<file path="src/rtl/mem_bus_pkg.sv">
// Shared types and constants for the CPU-side memory bus controller.
package mem_bus_pkg;

   localparam int MEM_AW = 16;
   localparam int MEM_DW = 16;

   localparam logic MEM_RW_READ  = 1'b1;
   localparam logic MEM_RW_WRITE = 1'b0;

   typedef enum logic [2:0] {
      ST_IDLE,
      ST_SETUP,
      ST_STROBE,
      ST_CAPTURE,
      ST_RELEASE,
      ST_RESP
   } state_t;

   // An errored access never returns data, even if some was captured before the fault.
   function automatic logic [MEM_DW-1:0] rsp_data_mask(input logic [MEM_DW-1:0] data,
                                                       input logic err);
      return err ? '0 : data;
   endfunction

endpackage

</file>
<file path="src/rtl/mem_bus_ctrl_mfc_sync.sv">
// Multi-flop synchroniser bringing the memory's asynchronous MFC into the clk domain.
// SYNC_STAGES must be at least 2.
module mfc_sync
   import mem_bus_pkg::*;
#(
   parameter int SYNC_STAGES = 2
) (
   input  logic clk,
   input  logic rst_n,
   input  logic async_bit,
   output logic sync_bit
);

   logic [SYNC_STAGES-1:0] chain;

   // Shift the raw MFC through the flop chain; the oldest sample is the synchronised value.
   always_ff @(posedge clk or negedge rst_n) begin
      if (!rst_n) begin
         chain <= '0;
      end else begin
         chain <= {chain[SYNC_STAGES-2:0], async_bit};
      end
   end

   assign sync_bit = chain[SYNC_STAGES-1];

endmodule

</file>
<file path="src/rtl/mem_bus_ctrl.sv">
// Bus controller: one request at a time, full en/MFC strobe sequence, watchdog-bounded waits,
// result returned on a valid/ready response port.
module mem_bus_ctrl
   import mem_bus_pkg::*;
#(
   parameter int TIMEOUT_CYCLES = 64,
   parameter int SYNC_STAGES    = 2
) (
   input  logic              clk,
   input  logic              rst_n,
   input  logic              req_valid,
   output logic              req_ready,
   input  logic              req_rw,
   input  logic [MEM_AW-1:0] req_addr,
   input  logic [MEM_DW-1:0] req_wdata,
   output logic              rsp_valid,
   input  logic              rsp_ready,
   output logic [MEM_DW-1:0] rsp_rdata,
   output logic              rsp_err,
   output logic              mem_en,
   output logic              mem_rw,
   output logic [MEM_AW-1:0] mem_addr,
   output logic [MEM_DW-1:0] mem_wdata,
   input  logic [MEM_DW-1:0] mem_rdata,
   input  logic              mem_mfc
);

   localparam logic [15:0] WD_LAST = 16'(TIMEOUT_CYCLES - 1);

   state_t            state;
   state_t            state_nxt;
   logic [15:0]       wd_cnt;
   logic              timeout;
   logic              set_err;
   logic              accept;
   logic              mfc_s;
   logic              err_q;
   logic [MEM_DW-1:0] rdata_q;

   mfc_sync #(
      .SYNC_STAGES(SYNC_STAGES)
   ) u_mfc_sync (
      .clk      (clk),
      .rst_n    (rst_n),
      .async_bit(mem_mfc),
      .sync_bit (mfc_s)
   );

   assign timeout = (wd_cnt == WD_LAST);
   assign accept  = (state == ST_IDLE) && req_valid;

   // Next-state decode and state-derived handshake outputs.
   always_comb begin
      state_nxt = state;
      set_err   = 1'b0;
      req_ready = 1'b0;
      rsp_valid = 1'b0;
      unique case (state)
         ST_IDLE: begin
            req_ready = 1'b1;
            if (req_valid) state_nxt = ST_SETUP;
         end
         ST_SETUP: begin
            state_nxt = ST_STROBE;
         end
         ST_STROBE: begin
            if (mfc_s) begin
               state_nxt = ST_CAPTURE;
            end else if (timeout) begin
               set_err   = 1'b1;
               state_nxt = ST_RELEASE;
            end
         end
         ST_CAPTURE: begin
            state_nxt = ST_RELEASE;
         end
         ST_RELEASE: begin
            if (!mfc_s) begin
               state_nxt = ST_RESP;
            end else if (timeout) begin
               set_err   = 1'b1;
               state_nxt = ST_RESP;
            end
         end
         ST_RESP: begin
            rsp_valid = 1'b1;
            if (rsp_ready) state_nxt = ST_IDLE;
         end
         default: begin
            state_nxt = ST_IDLE;
         end
      endcase
   end

   // State register.
   always_ff @(posedge clk or negedge rst_n) begin
      if (!rst_n) state <= ST_IDLE;
      else        state <= state_nxt;
   end

   // Watchdog: restarts on every state change, only counts while waiting on MFC.
   always_ff @(posedge clk or negedge rst_n) begin
      if (!rst_n) begin
         wd_cnt <= '0;
      end else if (state_nxt != state) begin
         wd_cnt <= '0;
      end else if (state == ST_STROBE || state == ST_RELEASE) begin
         wd_cnt <= wd_cnt + 16'd1;
      end
   end

   // Memory bus lines: loaded on accept, then frozen until the next accepted request.
   always_ff @(posedge clk or negedge rst_n) begin
      if (!rst_n) begin
         mem_rw    <= MEM_RW_READ;
         mem_addr  <= '0;
         mem_wdata <= '0;
      end else if (accept) begin
         mem_rw    <= req_rw;
         mem_addr  <= req_addr;
         mem_wdata <= req_wdata;
      end
   end

   // Strobe is registered from STROBE, so it rises one cycle after the bus settled in SETUP
   // and falls the cycle after CAPTURE; async reset drops it immediately.
   always_ff @(posedge clk or negedge rst_n) begin
      if (!rst_n) mem_en <= 1'b0;
      else        mem_en <= (state == ST_STROBE);
   end

   // Response register: cleared per access, read data latched in CAPTURE, error is sticky.
   always_ff @(posedge clk or negedge rst_n) begin
      if (!rst_n) begin
         rdata_q <= '0;
         err_q   <= 1'b0;
      end else if (accept) begin
         rdata_q <= '0;
         err_q   <= 1'b0;
      end else begin
         if (set_err) err_q <= 1'b1;
         if (state == ST_CAPTURE && mem_rw == MEM_RW_READ && !err_q) rdata_q <= mem_rdata;
      end
   end

   assign rsp_rdata = rsp_data_mask(rdata_q, err_q);
   assign rsp_err   = err_q;

endmodule

</file>
<file path="config.mk">
export PLATFORM = sky130hd
export DESIGN_NAME = mem_bus_ctrl
export DESIGN_NICKNAME = d
export VERILOG_FILES = /design/src/rtl/mem_bus_pkg.sv /design/src/rtl/mem_bus_ctrl_mfc_sync.sv /design/src/rtl/mem_bus_ctrl.sv
export SDC_FILE = /design/constraint.sdc
export NUM_CORES = 1
export LEC_CHECK = 0
export CORE_ASPECT_RATIO = 1.5
export CORE_MARGIN = 4
export CORE_UTILIZATION = 33
export DETAILED_ROUTE_END_ITERATION = 10
export HOLD_SLACK_MARGIN = 0.06
export PLACE_DENSITY = 0.64
export SETUP_SLACK_MARGIN = 0.3
export SYNTH_ARGS = -nofsm -noshare
export SYNTH_HDL_FRONTEND = slang
export SYNTH_SLANG_ARGS = --single-unit
</file>
<file path="constraint.sdc">
create_clock -name clk -period 1.8 [get_ports clk]
set_clock_uncertainty 0.2 [all_clocks]
set_input_delay 0.18 -clock clk [delete_from_list [all_inputs] [get_ports clk]]
set_output_delay 0.18 -clock clk [all_outputs]
set_load 0.03 [all_outputs]
</file>
==> results of run 1 <==
-- power by group --
group	internal (W)	switching (W)	total, W
Clock	0.00133	0.000681	0.00201
Sequential	0.00224	0.000360	0.00260
Combinational	0.00218	0.00250	0.00468
Total	0.00575	0.00354	0.00929
-- final timing paths --
check / slack, ns / depth (start not counted) / to / from
setup reg to reg: -0.19 / 4 / state[2] / wd_cnt[8]
max in group asynchronous: 0.70 / 3 / rdata_q[15] / rst_n
min in group asynchronous: 0.16 / 2 / mem_wdata[6] / rst_n
hold / removal: 0.08 / 1 / u_mfc_sync.chain[0] / mem_mfc
setup / recovery: -0.19 / 4 / state[2] / wd_cnt[8]
hold reg to reg: 0.16 / 0 / u_mfc_sync.chain[1] / u_mfc_sync.chain[0]
-- worst register-to-register path, delay by kind of cell (launching register included) --
kind            cells  cell delay [ns]
flops               1             0.38
simple gates        2             0.98
compound gates      2             0.35
-- metrics by stage --
stage / std cells / total power (W) / setup WS, ns / hold slack [ns] / util, %
final: 537 / 0.00929 / -0.193 / 0.0839 / 59.4
after global routing: 537 / 0.00979 / -0.238 / 0.0725 / 59.4
after CTS: 533 / 0.00918 / -0.194 / 0.0731 / 57.0
after detailed placement: 508 / 0.00713 / -0.433 / -0.00451 / 50.7
after global placement: 508 / 0.00705 / -0.350 / 0.000363 / 50.7
after floorplan: 264 / 0.00536 / -0.146 / -0.316 / -
-- Yosys cell counts (all sizes together), types with 4 or more instances --
| master | n | area [um2] |
|---|---|---|
| dfrtp | 71 | 1780 |
| mux2 | 33 | 372 |
| nor3 | 19 | 100 |
| nor2b | 17 | 106 |
| a22o | 16 | 140 |
| nor2 | 12 | 45.0 |
| xnor2 | 12 | 105 |
| buf | 11 | 56.3 |
| nor4 | 7 | 56.3 |
| clkbuf | 6 | 22.5 |
| nand3 | 6 | 30.0 |
| nand4 | 6 | 37.5 |
| nand2 | 5 | 18.8 |
| mux2i | 4 | 40.0 |
| o21ai | 4 | 23.8 |
-- registers in the layout, summed over array words and instances (netlist names) --
| signal | flops |
|---|---|
| mem_rw | 1 |
| mem_addr | 16 |
| mem_wdata | 16 |
| state | 3 |
| rdata_q | 16 |
| mem_en | 1 |
| u_mfc_sync.chain | 2 |
| wd_cnt | 16 |
| rsp_err | 1 |
-- layer usage --
| metal | wire (um) | up-vias | GRT usage [%] |
|---|---|---|---|
| met2 | 4850 | 74 | 28.6 |
| met1 | 3630 | 1351 | 19.4 |
| met4 | 153 | 0 | 5.69 |
| met5 | 0 | - | 0 |
| li1 | - | 1274 | - |
| met3 | 424 | 10 | 4.16 |
-- final cells by class --
| cell class | count | area share (%) |
|---|---|---|
| clock buffers | 12 | 4.79 |
| clock inverters | 4 | 1.35 |
| inverters | 2 | 0.135 |
| multi-input cells | 173 | 29.4 |
| flip-flops and latches | 72 | 32.5 |
| well taps | 112 | 2.52 |
| repair buffers | 162 | 29.4 |
-- kinds of logic (layout without fill, tap and decap cells) --
logic type | Yosys count | in the layout | share of synthesized area (%)
adder cells (fa/ha/maj) | 1 | 1 | 0.389
multiplexers | 37 | 37 | 12.8
buffers and inverters | 19 | 180 | 2.69
flip-flops | 72 | 72 | 56.1
XOR/XNOR | 12 | 12 | 3.27
AO/OA/AOI/OAI | 30 | 30 | 7.28
AND/OR/NAND/NOR | 93 | 93 | 17.4
-- what timing repair did --
action / 4_1_cts / 5_1_grt
pin swaps: 5 / 9
resized for setup: 86 / 42
hold buffers: 1 / 0
cloned: 2 / 2
endpoints found under the setup margin: 122 / 104
hold endpoints to repair: 72 / 0
buffers inserted: 6 / 2
==> summary.md, run 1 <==
| Metric | Value |
|---|---|
| Status | `finished, violations left` |
| Failing checks | `setup timing` |
| Worst EP arrival | `between 2 and 2.5 ns` |
| Worst EP required | `1.86 ns` |
| Largest net degree at the start of global routing | `40` |
| NumNets Final | `roughly 480` |
| Routed vias/inst | `5.04` |
| CTS clk-pin slew, worst paths | `about 0.060 ns` |
| Port bufs | `106` |
| Leakage | `between 2 and 2.5 nW` |
| Top FF cell, synth | `dfrtp_1` |
| Register Area | `between 1500 and 2000 um2` |
| Area growth, synth to finish | `73.2%` |
| Rel. slew slack | `64.4%` |
| IO Pins | `107` |
| Fin crit period | `roughly 2 ns` |
| Crit Path Category | `flip-flop to flip-flop` |
| Instance area at placement | `about 4700 um2` |
| Layout cells sized above 1 | `a little over two fifths` |
| RSZ-0062 raised after global routing | `true` |
| Initial Util | `between 30% and 40%` |
| Critical-path cell list | `or4_4 > or3_4 > o31a_1 > o21ai_2` |
| Per-cell routed wire length | `16.9 um` |
| Vias in the first global route | `approximately 2900` |
| Commonest cells after routing, fill and taps aside | `69 x dfrtp_1, 52 x clkdlybuf4s50_1, 40 x buf_4` |
| Max Freq | `0.502 GHz` |
| Fin worst setup slack | `-0.193 ns` |
| CTS buffer count | `9` |
| Final setup vio count | `48` |
| Post-synth ARST share | `100%` |
| Final Max Slew Viols | `0` |
| Least-Margin Pin Slew | `0.534 ns` |
| Max-Cap Viols | `0` |
| Die H | `approximately 130 um` |
| 1st-pass router iterations | `4` |
| CP max-delay cell | `or4_4` |
| Fill cell count | `770` |
| Yosys warns | `0` |
| Slowest cell delay on critical path | `between 0.5 and 0.6 ns` |
| Worst vdd ir | `0.950 mV` |
| Kind of end point of the critical path | `flip-flop` |
| Core ar. | `9360 um2` |
| Die X | `around 90 um` |
| Worst Hold Class | `input pin to flip-flop` |
| Period utilization | `111%` |
| DR vias | `approximately 2700` |
| Initial antenna violation count | `0` |
| 1st-iter DRT viols | `between 70 and 80` |
| GRT Total Usage | `between 10% and 20%` |
| Final ANT Viol Nets | `0` |
| Design Area, Final | `5560 um2` |
| Final Hold Viols | `0` |
| Synth Net Count | `about 320` |
| Post-DP HPWL | `6.33 mm` |
| CTS tree | `built` |
| Clock latency on the worst-skew pair | `0.34 ns` |
| Die ar. | `around 11000 um2` |
| Remaining DRCs | `0` |
| Max H-tree Level | `3` |
| Cell variety after synth | `44` |
| Routed Wire Length | `roughly 9.1 mm` |
| Type of element launching the critical path | `flip-flop` |
| Syn Std Cell Area | `approximately 3200 um2` |
| Final TNS setup | `-3.67 ns` |
| Seq cells post-synth | `72` |
| CP delay by family, top | `simple AND/OR/NAND/NOR gates` |
| Syn Inst Count | `264` |
| First-pass GRT wire length | `around 14 mm` |
| Grt ovf | `0` |
| CTS max path bufs | `2` |
| Sequential-to-total area share from yosys stat | `56.1%` |
| CP Max Fanout | `3` |
| Avg Inst Size Synth | `between 10 and 15 um2` |
| CP bufs+invs | `0` |
| Row count | `43` |
| Diodes inserted | `0` |
| Most common cell after layout, fill and taps aside | `dfrtp_1` |
| Clk sinks | `slightly above 70` |
| EDFF count, synth | `0` |
| Cell area power density | `about 1700 nW/um2` |
| GP Congestion | `roughly 0.76` |
| Multi-input logic area | `around 1600 um2` |
| CTS root buffer | `clkbuf_16` |
(Power assumes the default switching activity.)
==> run 2: changes to the inputs <==
--- a/config.mk
+++ b/config.mk
@@ -6,12 +6,10 @@
 export NUM_CORES = 1
 export LEC_CHECK = 0
 export CORE_ASPECT_RATIO = 1.5
-export CORE_MARGIN = 4
 export CORE_UTILIZATION = 33
 export DETAILED_ROUTE_END_ITERATION = 10
 export HOLD_SLACK_MARGIN = 0.06
 export PLACE_DENSITY = 0.64
-export SETUP_SLACK_MARGIN = 0.3
 export SYNTH_ARGS = -nofsm -noshare
 export SYNTH_HDL_FRONTEND = slang
 export SYNTH_SLANG_ARGS = --single-unit
==> summary.md, run 2 (synthesized netlist as in run 1, its figures left out) <==
| Metric | Value |
|---|---|
| Post-route insts no fill | `527` |
| Die X | `around 83 um` |
| Clock Power Share | `18.1%` |
| 1st-pass router iterations | `4` |
| Final setup vio count | `21` |
| Final ANT Viol Nets | `0` |
| Type of element launching the critical path | `flip-flop` |
| Routed vias/inst | `5.02` |
| Worst slack at placement | `-0.465 ns` |
| Port bufs | `between 100 and 150` |
| Final core utilization | `a little over half` |
| Initial antenna violation count | `0` |
| Switching Share | `between 30 and 40%` |
| Instance area at placement | `around 4700 um2` |
| RSZ-0062 raised after global routing | `true` |
| GP Congestion | `0.811` |
| Final Max Slew Viols | `0` |
| Worst EP required | `1.85 ns` |
| Vias in the first global route | `2633` |
| 1st-iter DRT viols | `around 170` |
| NumNets Final | `around 470` |
| Die ar. | `between 10000 and 15000 um2` |
| Failing checks | `setup timing` |
| Row count | `43` |
| Rel. slew slack | `a little under three quarters` |
| Period utilization | `111%` |
| CTS tree | `built` |
| Cells after DPL | `between 500 and 600` |
| Max H-tree Level | `3` |
| Grt ovf | `0` |
| DR vias | `about 2600` |
| Cell area power density | `~1700 nW/um2` |
| CTS buffer count | `9` |
| Kind of end point of the critical path | `flip-flop` |
| Post-DP HPWL | `6.16 mm` |
| Worst vdd ir | `0.963 mV` |
| Post-CTS Setup Repair Bufs | `0` |
| Clk sinks | `72` |
| Least-Margin Pin Slew | `about 0.43 ns` |
| Most common cell after layout, fill and taps aside | `clkdlybuf4s50_1` |
| Register Area | `between 1500 and 2000 um2` |
| Reg power frac | `30.2%` |
| Status | `finished, violations left` |
| Combinational power share | `51.7%` |
| Final Hold Viols | `0` |
| Commonest cells after routing, fill and taps aside | `85 x clkdlybuf4s50_1, 70 x dfrtp_1, 62 x buf_4` |
| Design Area, Final | `5040 um2` |
| GRT Total Usage | `about 18%` |
| Fin crit period | `between 1.5 and 2 ns` |
| Per-cell routed wire length | `between 15 and 20 um` |
| Multi-input logic area | `roughly 1400 um2` |
| Remaining DRCs | `0` |
| Crit Path Category | `flip-flop to flip-flop` |
| Max-Cap Viols | `0` |
| Core ar. | `between 9000 and 10000 um2` |
| First-pass GRT wire length | `between 10 and 15 mm` |
| CP Max Fanout | `3` |
| Worst EP arrival | `2.05 ns` |
| Fin worst setup slack | `-0.198 ns` |
| CTS clk-pin slew, worst paths | `about 0.05 ns` |
| Clock latency on the worst-skew pair | `around 0.32 ns` |
| Diodes inserted | `0` |
| Largest net degree at the start of global routing | `33` |
| CTS max path bufs | `2` |
| Layout cells sized above 1 | `32.0%` |
| Routed Wire Length | `~8.4 mm` |
| Switching pwr | `roughly 0.0034 W` |
| Fill cell count | `between 800 and 900` |
| CTS root buffer | `clkbuf_16` |
| Die H | `123 um` |
| Worst Hold Class | `input pin to flip-flop` |
| Max Freq | `0.500 GHz` |
| IO Pins | `~110` |
| Internal power | `between 0.005 and 0.006 W` |
| Leakage | `~2.2 nW` |
| Initial Util | `34.3%` |
| Area growth, synth to finish | `57.1%` |
## run 2: cell types whose count changed in the layout (fill, tap and decap cells not counted), moves of 12 or more
cell	change
buf_6	-23
nor3_1	+12
nor2b_4	-16
clkdlybuf4s15_1	-15
nor2b_1	+15
dlygate4sd2_1	-17
buf_4	+22
clkdlybuf4s50_1	+33
## run 2: what timing repair did
action / 4_1_cts / 5_1_grt
hold buffers: 1 / 0
endpoints found under the setup margin: 61 / 67
hold endpoints to repair: 71 / 0
resized for setup: 14 / 6
pin swaps: 3 / 1
## run 2: critical path: stages, from the launching register on
cell and delay (ns):
dfrtp_1 0.37, or4_4 0.57, or3_4 0.41, o31a_1 0.26, o21ai_2 0.12
## run 2: final timing paths
path | startpoint | to | slack [ns] | cells after the start
min reg2reg | u_mfc_sync.chain[0] | u_mfc_sync.chain[1] | 0.15 | 0
max in group asynchronous | rst_n | mem_rw | 0.70 | 3
min | mem_mfc | u_mfc_sync.chain[0] | 0.1 | 1
max | wd_cnt[10] | state[2] | -0.20 | 4
min in group asynchronous | rst_n | mem_en | 0.13 | 2
max reg2reg | wd_cnt[10] | state[2] | -0.20 | 4
## run 2: layout make-up
type | count | share of cell area [%]
Inverter | 2 | 0.149
Sequential cell | 72 | 35.8
Tap cell | 112 | 2.78
Timing Repair Buffer | 153 | 27.9
Multi-Input combinational cell | 173 | 28.2
Clock buffer | 12 | 4.89
Clock inverter | 3 | 0.372
## run 2: per-stage QoR
step	hold WS, ns	power, W	TNS, ns
after CTS	0.0757	0.00877	-2.38
after floorplan	-0.316	0.00525	-7.05
final	0.0955	0.00870	-2.27
after global placement	-0.0619	0.00698	-11.72
after detailed placement	-0.0624	0.00704	-14.16
after global routing	0.0873	0.00916	-5.15
## run 2: routing by layer
metal	vias up	share of wire, %	wire (um)	global-route usage (%)
met5	-	0	0	0
met1	1326	41	3390	21.2
met4	0	1.9	157	6.47
met2	58	54	4500	30.6
met3	9	3.6	303	4.76
li1	1255	-	-	-
## run 2: power groups by stage
stage | Sequential [W] | Combinational, W | Clock, W
final | 0.00263 | 0.00449 | 0.00157
after global routing | 0.00272 | 0.00474 | 0.00171
after CTS | 0.00263 | 0.00450 | 0.00164
after detailed placement | 0.00262 | 0.00442 | 0
after global placement | 0.00262 | 0.00437 | 0
after floorplan | 0.00332 | 0.00193 | 0
